**config.mk**
```make
export PLATFORM = sky130hd
export DESIGN_NAME = pll_cfg_seq_flat
export DESIGN_NICKNAME = d
export VERILOG_FILES = /design/src/rtl/pll_cfg_pkg.sv /design/src/rtl/pll_cfg_seq_if.sv /design/src/rtl/pll_cfg_sync.sv /design/src/rtl/pll_cfg_seq.sv /design/src/flat_wrapper.sv
export SDC_FILE = /design/constraint.sdc
export NUM_CORES = 1
export LEC_CHECK = 0
export BUFFER_PORTS_ARGS = -buffer_cell sky130_fd_sc_hd__buf_2
export CORE_ASPECT_RATIO = 1.75
export CORE_MARGIN = 3
export CORE_UTILIZATION = 33
export DETAILED_ROUTE_END_ITERATION = 8
export GPL_TIMING_DRIVEN = 0
export PLACE_DENSITY = 0.54
export SLEW_MARGIN = 10
export SYNTH_ARGS = -nofsm -noshare
export SYNTH_HDL_FRONTEND = slang
export SYNTH_SLANG_ARGS = --single-unit
```
**constraint.sdc**
```tcl
create_clock -name mgmt_clk -period 1.85 [get_ports mgmt_clk]
set_input_delay 0.0925 -clock mgmt_clk [delete_from_list [all_inputs] [get_ports mgmt_clk]]
set_output_delay 0.0925 -clock mgmt_clk [all_outputs]
set_load 0.02 [all_outputs]
```
**src/rtl/pll_cfg_pkg.sv**
```systemverilog
// pll_cfg_pkg: shared types and constants for the PLL reconfiguration sequencer.
//   seq_state_t  - sequencer state encoding
//   cfg_entry_t  - one profile-table word {addr, data}
//   REG_*        - reconfig register addresses of the fractional PLL
package pll_cfg_pkg;

    localparam int CFG_ADDR_W = 6;
    localparam int CFG_DATA_W = 32;

    typedef enum logic [2:0] {
        SYNC,
        IDLE,
        START,
        LOAD,
        WRITE,
        LOCK,
        FIN
    } seq_state_t;

    typedef struct packed {
        logic [CFG_ADDR_W-1:0] addr;
        logic [CFG_DATA_W-1:0] data;
    } cfg_entry_t;

    localparam logic [CFG_ADDR_W-1:0] REG_MODE  = 6'd0;
    localparam logic [CFG_ADDR_W-1:0] REG_START = 6'd2;
    localparam logic [CFG_ADDR_W-1:0] REG_N     = 6'd3;
    localparam logic [CFG_ADDR_W-1:0] REG_M     = 6'd4;
    localparam logic [CFG_ADDR_W-1:0] REG_C     = 6'd5;
    localparam logic [CFG_ADDR_W-1:0] REG_MFRAC = 6'd7;
    localparam logic [CFG_ADDR_W-1:0] REG_BW    = 6'd8;
    localparam logic [CFG_ADDR_W-1:0] REG_CP    = 6'd9;

endpackage

```
**src/rtl/pll_cfg_seq_if.sv**
```systemverilog
// pll_cfg_seq_if: Avalon-MM write-only link to the PLL reconfig block.
//   cfg_write, cfg_address, cfg_writedata - driven by the sequencer (master)
//   cfg_waitrequest                       - driven by the reconfig block (slave)
interface pll_cfg_seq_if
    import pll_cfg_pkg::*;
#(
    parameter int ADDR_W = CFG_ADDR_W,
    parameter int DATA_W = CFG_DATA_W
) ();

    logic              cfg_write;
    logic [ADDR_W-1:0] cfg_address;
    logic [DATA_W-1:0] cfg_writedata;
    logic              cfg_waitrequest;

    modport master (
        output cfg_write,
        output cfg_address,
        output cfg_writedata,
        input  cfg_waitrequest
    );

    modport slave (
        input  cfg_write,
        input  cfg_address,
        input  cfg_writedata,
        output cfg_waitrequest
    );

endinterface

```
**src/rtl/pll_cfg_sync.sv**
```systemverilog
// pll_cfg_sync: W-bit two-flop synchroniser into the mgmt_clk domain.
//   mgmt_clk, reset (async, active-high) - clock / reset
//   d - asynchronous input, q - synchronised output (second stage)
module pll_cfg_sync #(
    parameter int W = 1
) (
    input  logic         mgmt_clk,
    input  logic         reset,
    input  logic [W-1:0] d,
    output logic [W-1:0] q
);

    logic [W-1:0] meta;

    always_ff @(posedge mgmt_clk or posedge reset) begin
        if (reset) begin
            meta <= '0;
            q    <= '0;
        end else begin
            meta <= d;
            q    <= meta;
        end
    end

endmodule

```
**src/rtl/pll_cfg_seq.sv**
```systemverilog
// pll_cfg_seq: streams the selected clock profile's register words from an
// external combinational ROM into the PLL reconfig port, after reset and on
// every change of the synchronised profile select (or on force_update).
//   mgmt_clk, reset      - management clock, async active-high reset
//   profile_sel          - requested profile (async)
//   force_update         - 1-cycle pulse, rewrite the current profile
//   tbl_profile/index    - ROM lookup; tbl_entry {addr,data} and tbl_last return
//   cfg                  - Avalon-MM master to the reconfig block
//   pll_locked           - PLL lock (async, used only with PLL_CFG_LOCK_WAIT_EN)
//   busy, done, active_profile, error - status
// Build option: PLL_CFG_LOCK_WAIT_EN adds the LOCK state that waits for
// pll_locked after the last word, with a LOCK_TMO cycle timeout.
//
// state | meaning
// SYNC  | post-reset, let the synchronisers fill, then apply current profile
// IDLE  | waiting for a select change or force request
// START | capture profile, clear index and error
// LOAD  | register ROM word onto the Avalon bus
// WRITE | hold the word until accepted (waitrequest low)
// LOCK  | wait for PLL lock after the last word (optional)
// FIN   | publish active_profile, pulse done
module pll_cfg_seq
    import pll_cfg_pkg::*;
#(
    parameter int NUM_PROFILES = 4,
    parameter int MAX_WORDS    = 16,
    parameter int ADDR_W       = CFG_ADDR_W,
    parameter int DATA_W       = CFG_DATA_W,
    parameter int LOCK_TMO     = 65535,
    localparam int PW = $clog2(NUM_PROFILES),
    localparam int IW = $clog2(MAX_WORDS)
) (
    input  logic                     mgmt_clk,
    input  logic                     reset,
    input  logic [PW-1:0]            profile_sel,
    input  logic                     force_update,
    output logic [PW-1:0]            tbl_profile,
    output logic [IW-1:0]            tbl_index,
    input  logic [ADDR_W+DATA_W-1:0] tbl_entry,
    input  logic                     tbl_last,
    pll_cfg_seq_if.master            cfg,
    input  logic                     pll_locked,
    output logic                     busy,
    output logic                     done,
    output logic [PW-1:0]            active_profile,
    output logic                     error
);

    seq_state_t    state, state_nxt;
    logic [PW-1:0] sel_s, sel_q;
    logic          sync_cnt;
    logic          last_q;
    logic          force_pend;
    logic          accept;

    pll_cfg_sync #(.W(PW)) u_sync_sel (
        .mgmt_clk (mgmt_clk),
        .reset    (reset),
        .d        (profile_sel),
        .q        (sel_s)
    );

`ifdef PLL_CFG_LOCK_WAIT_EN
    localparam int LW = $clog2(LOCK_TMO + 1);
    logic          locked_s;
    logic [LW-1:0] lock_cnt;
    logic          lock_ok, lock_tmo;

    pll_cfg_sync #(.W(1)) u_sync_lock (
        .mgmt_clk (mgmt_clk),
        .reset    (reset),
        .d        (pll_locked),
        .q        (locked_s)
    );

    // lock_cnt counts down from LOCK_TMO-1; the first 4 LOCK cycles are a
    // blanking window while the PLL drops lock after reconfiguration.
    assign lock_tmo = (lock_cnt == '0);
    assign lock_ok  = locked_s && (lock_cnt <= LW'(LOCK_TMO - 5));
`else
    logic unused_locked;
    localparam int unused_lock_tmo = LOCK_TMO;
    assign unused_locked = pll_locked;
`endif

    assign accept = cfg.cfg_write & ~cfg.cfg_waitrequest;
    assign busy   = (state != IDLE);
    assign done   = (state == FIN);

    always_ff @(posedge mgmt_clk or posedge reset) begin
        if (reset) state <= SYNC;
        else       state <= state_nxt;
    end

    always_comb begin
        state_nxt = state;
        case (state)
            SYNC:  if (sync_cnt == 1'b0) state_nxt = START;
            IDLE:  if (sel_s != sel_q || force_update || force_pend) state_nxt = START;
            START: state_nxt = LOAD;
            LOAD:  state_nxt = WRITE;
            WRITE: begin
                if (accept) begin
                    if (last_q) begin
`ifdef PLL_CFG_LOCK_WAIT_EN
                        state_nxt = LOCK;
`else
                        state_nxt = FIN;
`endif
                    end else if (tbl_index == IW'(MAX_WORDS - 1)) begin
                        state_nxt = IDLE;
                    end else begin
                        state_nxt = LOAD;
                    end
                end
            end
`ifdef PLL_CFG_LOCK_WAIT_EN
            LOCK: begin
                if (lock_ok)       state_nxt = FIN;
                else if (lock_tmo) state_nxt = IDLE;
            end
`endif
            FIN:     state_nxt = IDLE;
            default: state_nxt = SYNC;
        endcase
    end

    always_ff @(posedge mgmt_clk or posedge reset) begin
        if (reset) begin
            sync_cnt          <= 1'b1;
            sel_q             <= '0;
            tbl_profile       <= '0;
            tbl_index         <= '0;
            last_q            <= 1'b0;
            force_pend        <= 1'b0;
            error             <= 1'b0;
            active_profile    <= '0;
            cfg.cfg_write     <= 1'b0;
            cfg.cfg_address   <= '0;
            cfg.cfg_writedata <= '0;
`ifdef PLL_CFG_LOCK_WAIT_EN
            lock_cnt          <= '0;
`endif
        end else begin
            // A force that arrives while busy is remembered and serviced from IDLE.
            if (force_update && state != IDLE) force_pend <= 1'b1;
            case (state)
                SYNC: sync_cnt <= 1'b0;
                START: begin
                    sel_q       <= sel_s;
                    tbl_profile <= sel_s;
                    tbl_index   <= '0;
                    error       <= 1'b0;
                    if (!force_update) force_pend <= 1'b0;
                end
                LOAD: begin
                    cfg.cfg_address   <= tbl_entry[ADDR_W+DATA_W-1 -: ADDR_W];
                    cfg.cfg_writedata <= tbl_entry[DATA_W-1:0];
                    last_q            <= tbl_last;
                    cfg.cfg_write     <= 1'b1;
                end
                WRITE: begin
                    if (accept) begin
                        cfg.cfg_write <= 1'b0;
                        if (!last_q) begin
                            if (tbl_index == IW'(MAX_WORDS - 1)) error <= 1'b1;
                            else tbl_index <= tbl_index + IW'(1);
                        end
`ifdef PLL_CFG_LOCK_WAIT_EN
                        lock_cnt <= LW'(LOCK_TMO - 1);
`endif
                    end
                end
`ifdef PLL_CFG_LOCK_WAIT_EN
                LOCK: begin
                    if (!lock_tmo) lock_cnt <= lock_cnt - LW'(1);
                    if (lock_tmo && !lock_ok) error <= 1'b1;
                end
`endif
                FIN: active_profile <= tbl_profile;
                default: ;
            endcase
        end
    end

endmodule
```
**src/flat_wrapper.sv**
```systemverilog
// flat-port wrapper written by rule: the top's interface ports become plain ports
module pll_cfg_seq_flat import pll_cfg_pkg::*;
#(
    parameter int NUM_PROFILES = 4,
    parameter int MAX_WORDS    = 16,
    parameter int ADDR_W       = CFG_ADDR_W,
    parameter int DATA_W       = CFG_DATA_W,
    parameter int LOCK_TMO     = 65535,
    localparam int PW = $clog2(NUM_PROFILES),
    localparam int IW = $clog2(MAX_WORDS)
)
  (mgmt_clk, reset, profile_sel, force_update, tbl_profile, tbl_index, tbl_entry, tbl_last, pll_locked, busy, done, active_profile, error, cfg_cfg_write, cfg_cfg_address, cfg_cfg_writedata, cfg_cfg_waitrequest);
  pll_cfg_seq_if #(.ADDR_W(ADDR_W), .DATA_W(DATA_W)) cfg_i ();
  input  logic mgmt_clk;
  input  logic reset;
  input  logic [PW-1:0] profile_sel;
  input  logic force_update;
  output logic [PW-1:0] tbl_profile;
  output logic [IW-1:0] tbl_index;
  input  logic [ADDR_W+DATA_W-1:0] tbl_entry;
  input  logic tbl_last;
  input  logic pll_locked;
  output logic busy;
  output logic done;
  output logic [PW-1:0] active_profile;
  output logic error;
  output wire logic [$bits(cfg_i.cfg_write)-1:0] cfg_cfg_write;
  output wire logic [$bits(cfg_i.cfg_address)-1:0] cfg_cfg_address;
  output wire logic [$bits(cfg_i.cfg_writedata)-1:0] cfg_cfg_writedata;
  input wire logic [$bits(cfg_i.cfg_waitrequest)-1:0] cfg_cfg_waitrequest;
  assign cfg_cfg_write = cfg_i.cfg_write;
  assign cfg_cfg_address = cfg_i.cfg_address;
  assign cfg_cfg_writedata = cfg_i.cfg_writedata;
  assign cfg_i.cfg_waitrequest = cfg_cfg_waitrequest;
  pll_cfg_seq #(.NUM_PROFILES(NUM_PROFILES), .MAX_WORDS(MAX_WORDS), .ADDR_W(ADDR_W), .DATA_W(DATA_W), .LOCK_TMO(LOCK_TMO)) u_core (.mgmt_clk(mgmt_clk), .reset(reset), .profile_sel(profile_sel), .force_update(force_update), .tbl_profile(tbl_profile), .tbl_index(tbl_index), .tbl_entry(tbl_entry), .tbl_last(tbl_last), .cfg(cfg_i), .pll_locked(pll_locked), .busy(busy), .done(done), .active_profile(active_profile), .error(error));
endmodule
```
* Word level (Yosys, flattened, before mapping)
Cells that the tools add are included.
** Storage, ports and cells
- Bits in latches :: 0
- Bits of input ports :: 46
- Memories :: 0
- Memory bits (writable) :: 0
- Word-level logic and storage cells :: 59
- Bits in read-only memories :: 0
- Output and inout bits :: 50
- Flip-flop bits (word level) :: 58
** Operators by class
- Multiply operators :: 0
- Bitwise gates (word level) :: 2
- Shifts and indexed selects :: 0
- Muxes and demuxes :: 19
- Magnitude comparators :: 0
- Divide/modulo/power cells :: 0
- Add/sub/neg operators :: 1
- Equal/unequal tests :: 14
- Reduce and logical (&&, ||, !) cells :: 10
** Operators by type and width (number)
- $pmux 3 s6 :: 1
- $mux 3 :: 4
- $mux 4 :: 3
- $pmux 4 s2 :: 1
- $reduce_and 4->1 :: 2
- $mux 1 :: 7
- $eq 3x2->1 const B :: 2
- $eq 3x3->1 const B :: 2
- $ne 2x1->1 const B :: 3
- $ne 2x2->1 const B :: 3
- $add 4x1->4 const B :: 1
- $eq 4x4->1 const B :: 1
- $pmux 1 s2 :: 2
- $reduce_bool 2->1 :: 2
- $eq 3x1->1 const B :: 1
- $logic_not 3->1 :: 1
- $ne 3x1->1 const B :: 1
- $reduce_and 3->1 :: 1
- $logic_or 1x1->1 :: 2
- $mux 2 :: 1
- $ne 2x2->1 :: 1
- $reduce_and 2->1 :: 1
- $and 1x1->1 :: 1
- $logic_and 1x1->1 :: 1
- $not 1->1 :: 1

* Longest topological paths before layout
- Depth in word-level cells :: 5
- Depth in mapped cells :: 4
- Depth with buffers taken out :: 4

* Hierarchy
Synthesis repeated with hierarchy kept, for this count alone.
** Second synthesis, totals
- Cell total of the unflattened synthesis :: 176
- Area total of the unflattened synthesis :: 2419.8 sq um
** Modules (own cells, without submodules)
- pll_cfg_seq :: cells an instance 171, instances 1, area an instance 2316.0 sq um
- pll_cfg_sync :: cells an instance 5, instances 1, area an instance 103.8 sq um

* Worst setup path after synthesis
Ideal clock, no wire load.
- Kind :: flip-flop to flip-flop
- From :: register u_core.cfg.cfg_write
- To :: register u_core.state[1]
- Cell stages (with the launch flop) :: 4
- Setup time :: 0.120 ns
- Period minus slack after synthesis :: 1.401 ns
- Path slack :: 0.449 ns
- Data arrival time :: 1.281 ns
- Cell sequence :: dfrtp_1 > nor2b_1 > a2111oi_1 > and3b_1
** Between the ends
- Cells in the longest elaborated chain, start to end :: 3
** Ends and longest elaborated chain
- start: declaration :: line pll_cfg_seq_if.sv:17 : output cfg_write,
- start signal: assignment :: line pll_cfg_seq.sv:138 : cfg.cfg_write <= 1'b0;
- start signal: assignment :: line pll_cfg_seq.sv:160 : cfg.cfg_write <= 1'b1;
- start signal: assignment :: line pll_cfg_seq.sv:164 : cfg.cfg_write <= 1'b0;
- $and 1x1->1 :: line pll_cfg_seq.sv:86 : assign accept = cfg.cfg_write & ~cfg.cfg_waitrequest;
- $ne 2x1->1 (no line)
- $reduce_and 3->1 (no line)
- end signal: assignment :: line pll_cfg_seq.sv:92 : else state <= state_nxt;
- end: declaration :: line pll_cfg_seq.sv:49 : seq_state_t state, state_nxt;
Every way passes these cells.
A chain may end at the register's enable or synchronous reset.

* Final worst setup path
- From :: register u_core.state[1]
- To :: output busy
** Between the ends
- Cells in the longest elaborated chain, start to end :: 1
** Ends and longest elaborated chain
- $ne 3x1->1 :: line pll_cfg_seq.sv:87 : assign busy = (state != IDLE);
- end: declaration :: line flat_wrapper.sv:23 : output logic busy;
Every way passes these cells.

==> impl_metrics.toml <==
[sta]
period_minus_slack_ps = 1666
report.final.slew_viol_count = 0
rsz0062_at_grt = "no"
hold_viol = 0
timing.fmax_mhz = 600.3
worst_slew_pin_slew_ps = 716.9
setup-violations-final = 0
fin_crit_sh_pct = 90.04
fin_ws_ps = 184.3
relSlewSlack_pct = 52.21
fin_hold_ws_ps = 20.63
finalClockSkew_ps = 3.847

[logic_synthesis]
avgSynthCellArea_sq_um = 15.59
yosys_warnings = 0
syn_area_sq_mm = 0.002526
async_flop_share_pct = 100.0
yosysUniqueCellTypes = 37
synth_nets = 209
netlist_instances = 162
yosysSeqAreaShare_pct = 57.50
synth-edff-count = 0
synth-seq-cells = 58
synthFlopType = "dfrtp_1"

[power_and_ir_drop]
p_leak_nw = 1.969
power_density_mw_per_mm2 = 1804
peakVddDrop_mv = 0.8983
power_mw = 6.885

[detailed_routing]
drc = 0
first_pass_iters = 4
via_count = 1817
post_drt_wl_per_cell_microns = 15.03
antenna_left = 0
totalWireLength_mm = 5.998
viasPerCell = 4.554
first_iter_violations = 59

[global_routing]
grt_pass1_vias = 1861
antenna_found_initial = 0
grt_pass1_wl_mm = 9.611
grt_max_degree = 59
overflow = 0
track_usage_pct = 14.72

[die]
io_pins = 96
row_count = 41
dieArea_sq_mm = 0.008782
start_util_pct = 34.44
fp.dieW_microns = 72.14
core_region_area_sq_mm = 0.007336
die_y_microns = 121.7

[critical_path]
worstSetupEndpointType = "primary output"
critical_path_arrival_ps = 1570
start_kind = "register"
critPathKind = "reg -> out"
reg2reg_slack_ps = 390
cp_max_fo = 10
cp.required_ps = 1760

[clock_tree]
cts_sinks = 58
cts_htree_levels = 3
clockBufferDepth = 2
clock-root-buffer = "clkbuf_16"
clk_latency_ps = 320
cts_tree = "built"
clkTransAtPathRegs_ps = 50
cts_made_buffers = 9

[placement]
place_area_sq_mm = 0.003107
gp_congestion = 0.7051
pre_cts_slack_ps = 411.8
dpl.cell_count = 342
io_buffer_count = 94
dp_hpwl_mm = 3.982

[layout]
drive_above_1_share_pct = 51.44
finalNetCount = 355
n_antenna_cell = 0
fillers = 643
multi_input_area_sq_um = 983.4
finalNonFillerCells = 399
seq_area_sq_mm = 0.001453
fin_area_sq_mm = 0.003816
syn2layout_area_growth_pct = 51.06

[worst_hold_path]
hp-class = "in -> reg"

[flow_run]
max_cap_viol_count = 0

[outcome]
outcome = "complete, no violations"
-- worst max-delay path, stage by stage (launching register included) --
cell,delay (ps)
dfrtp_1,410
buf_4,190
or3b_2,480
buf_2,170
-- metal layers --
| metal | GRT usage (%) | wire length [microns] |
|---|---|---|
| met5 | 0 | 0 |
| met4 | 8.824 | 170 |
| met3 | 4.046 | 234 |
| met2 | 24.71 | 3361 |
| met1 | 16.22 | 2232 |
-- worst paths after layout --
check                                          startpoint                      endpoint  depth (start not counted)
worst max-delay path                      u_core.state[1]                          busy                          3
max in group asynchronous                           reset  u_core.cfg.cfg_writedata[28]                          3
min in group asynchronous                           reset  u_core.cfg.cfg_writedata[15]                          3
worst max register to register       u_core.cfg.cfg_write               u_core.state[1]                          3
worst min register to register  u_core.u_sync_sel.meta[1]        u_core.u_sync_sel.q[1]                          0
worst min-delay path                        tbl_entry[32]     u_core.cfg.cfg_address[0]                          2
-- synthesized netlist by cell type (2+ instances only) --
master   number  share of area (%)
nand3_1       2               0.40
nor2_1        3               0.45
and4b_1       2               0.79
mux2_4       38                 23
mux2i_1       3                1.2
or3b_1        2               0.69
mux2_2        3                1.3
o21ai_0       2               0.40
a21oi_1       2               0.40
inv_1         3               0.45
nand2_1      10                1.5
and3_1        2               0.50
buf_6         6                2.7
xnor2_1       2               0.69
a31oi_1       2               0.50
dfrtp_1      57                 56
nor2b_1       3               0.74
-- where the power goes --
part | leakage (nW) | switching (mW) | internal [mW] | total, mW
Clock | 0.147 | 0.532 | 1.11 | 1.64
Sequential | 0.687 | 0.340 | 1.83 | 2.17
Combinational | 1.14 | 1.51 | 1.56 | 3.07
Total | 1.97 | 2.38 | 4.50 | 6.89
-- metrics by stage --
stage	util [%]	TNS, ps
6_report	52.02	0
5_1_grt	52.02	0
4_1_cts	52.02	0
3_5_place_dp	42.35	0
3_3_place_gp	42.32	-27130
2_1_floorplan	-	0
-- cells in the final DEF, fill, tap and decap left out, types with 3 or more instances in the layout --
cell / synthesis / routed
buf_2: 0 / 94
buf_6: 6 / 6
clkbuf_1: 1 / 4
clkbuf_16: 0 / 9
dfrtp_1: 57 / 57
dlygate4sd3_1: 0 / 41
mux2_2: 3 / 3
mux2_4: 38 / 38
mux2i_1: 3 / 3
nand2_1: 10 / 10
nor2_1: 3 / 3
nor2b_1: 3 / 3
-- area by class of cell --
type	count	area share, %
Buffer	8	2.066
Clock buffer	14	6.918
Clock inverter	2	0.9180
Inverter	3	0.3607
Multi-Input combinational cell	93	25.77
Sequential cell	58	38.07
Tap cell	86	2.820
Timing Repair Buffer	135	23.08
-- state kept, by name, summed over array words and instances, names as in the netlist, 2 cells and up --
name / cells
u_core.tbl_index: 4
u_core.cfg.cfg_address: 6
u_core.cfg.cfg_writedata: 32
u_core.u_sync_sel.meta: 2
u_core.state: 3
u_core.tbl_profile: 2
u_core.active_profile: 2
u_core.u_sync_sel.q: 2
-- cell families (layout without fill, tap and decap cells) --
group,after synthesis,after routing,synth area share [%]
compound gates,12,12,3.121
xor+xnor,2,2,0.6935
fa+ha+maj,1,1,0.4952
buf+inv,11,162,3.566
flops,58,58,57.50
mux,44,44,25.11
simple gates,34,34,9.510
-- what timing repair did --
action	CTS	global route
hold endpoints to repair	97	0
setup buffers	0	0
resized for setup	0	0
hold buffers	41	0
Power figures use the tool's default switching activity.
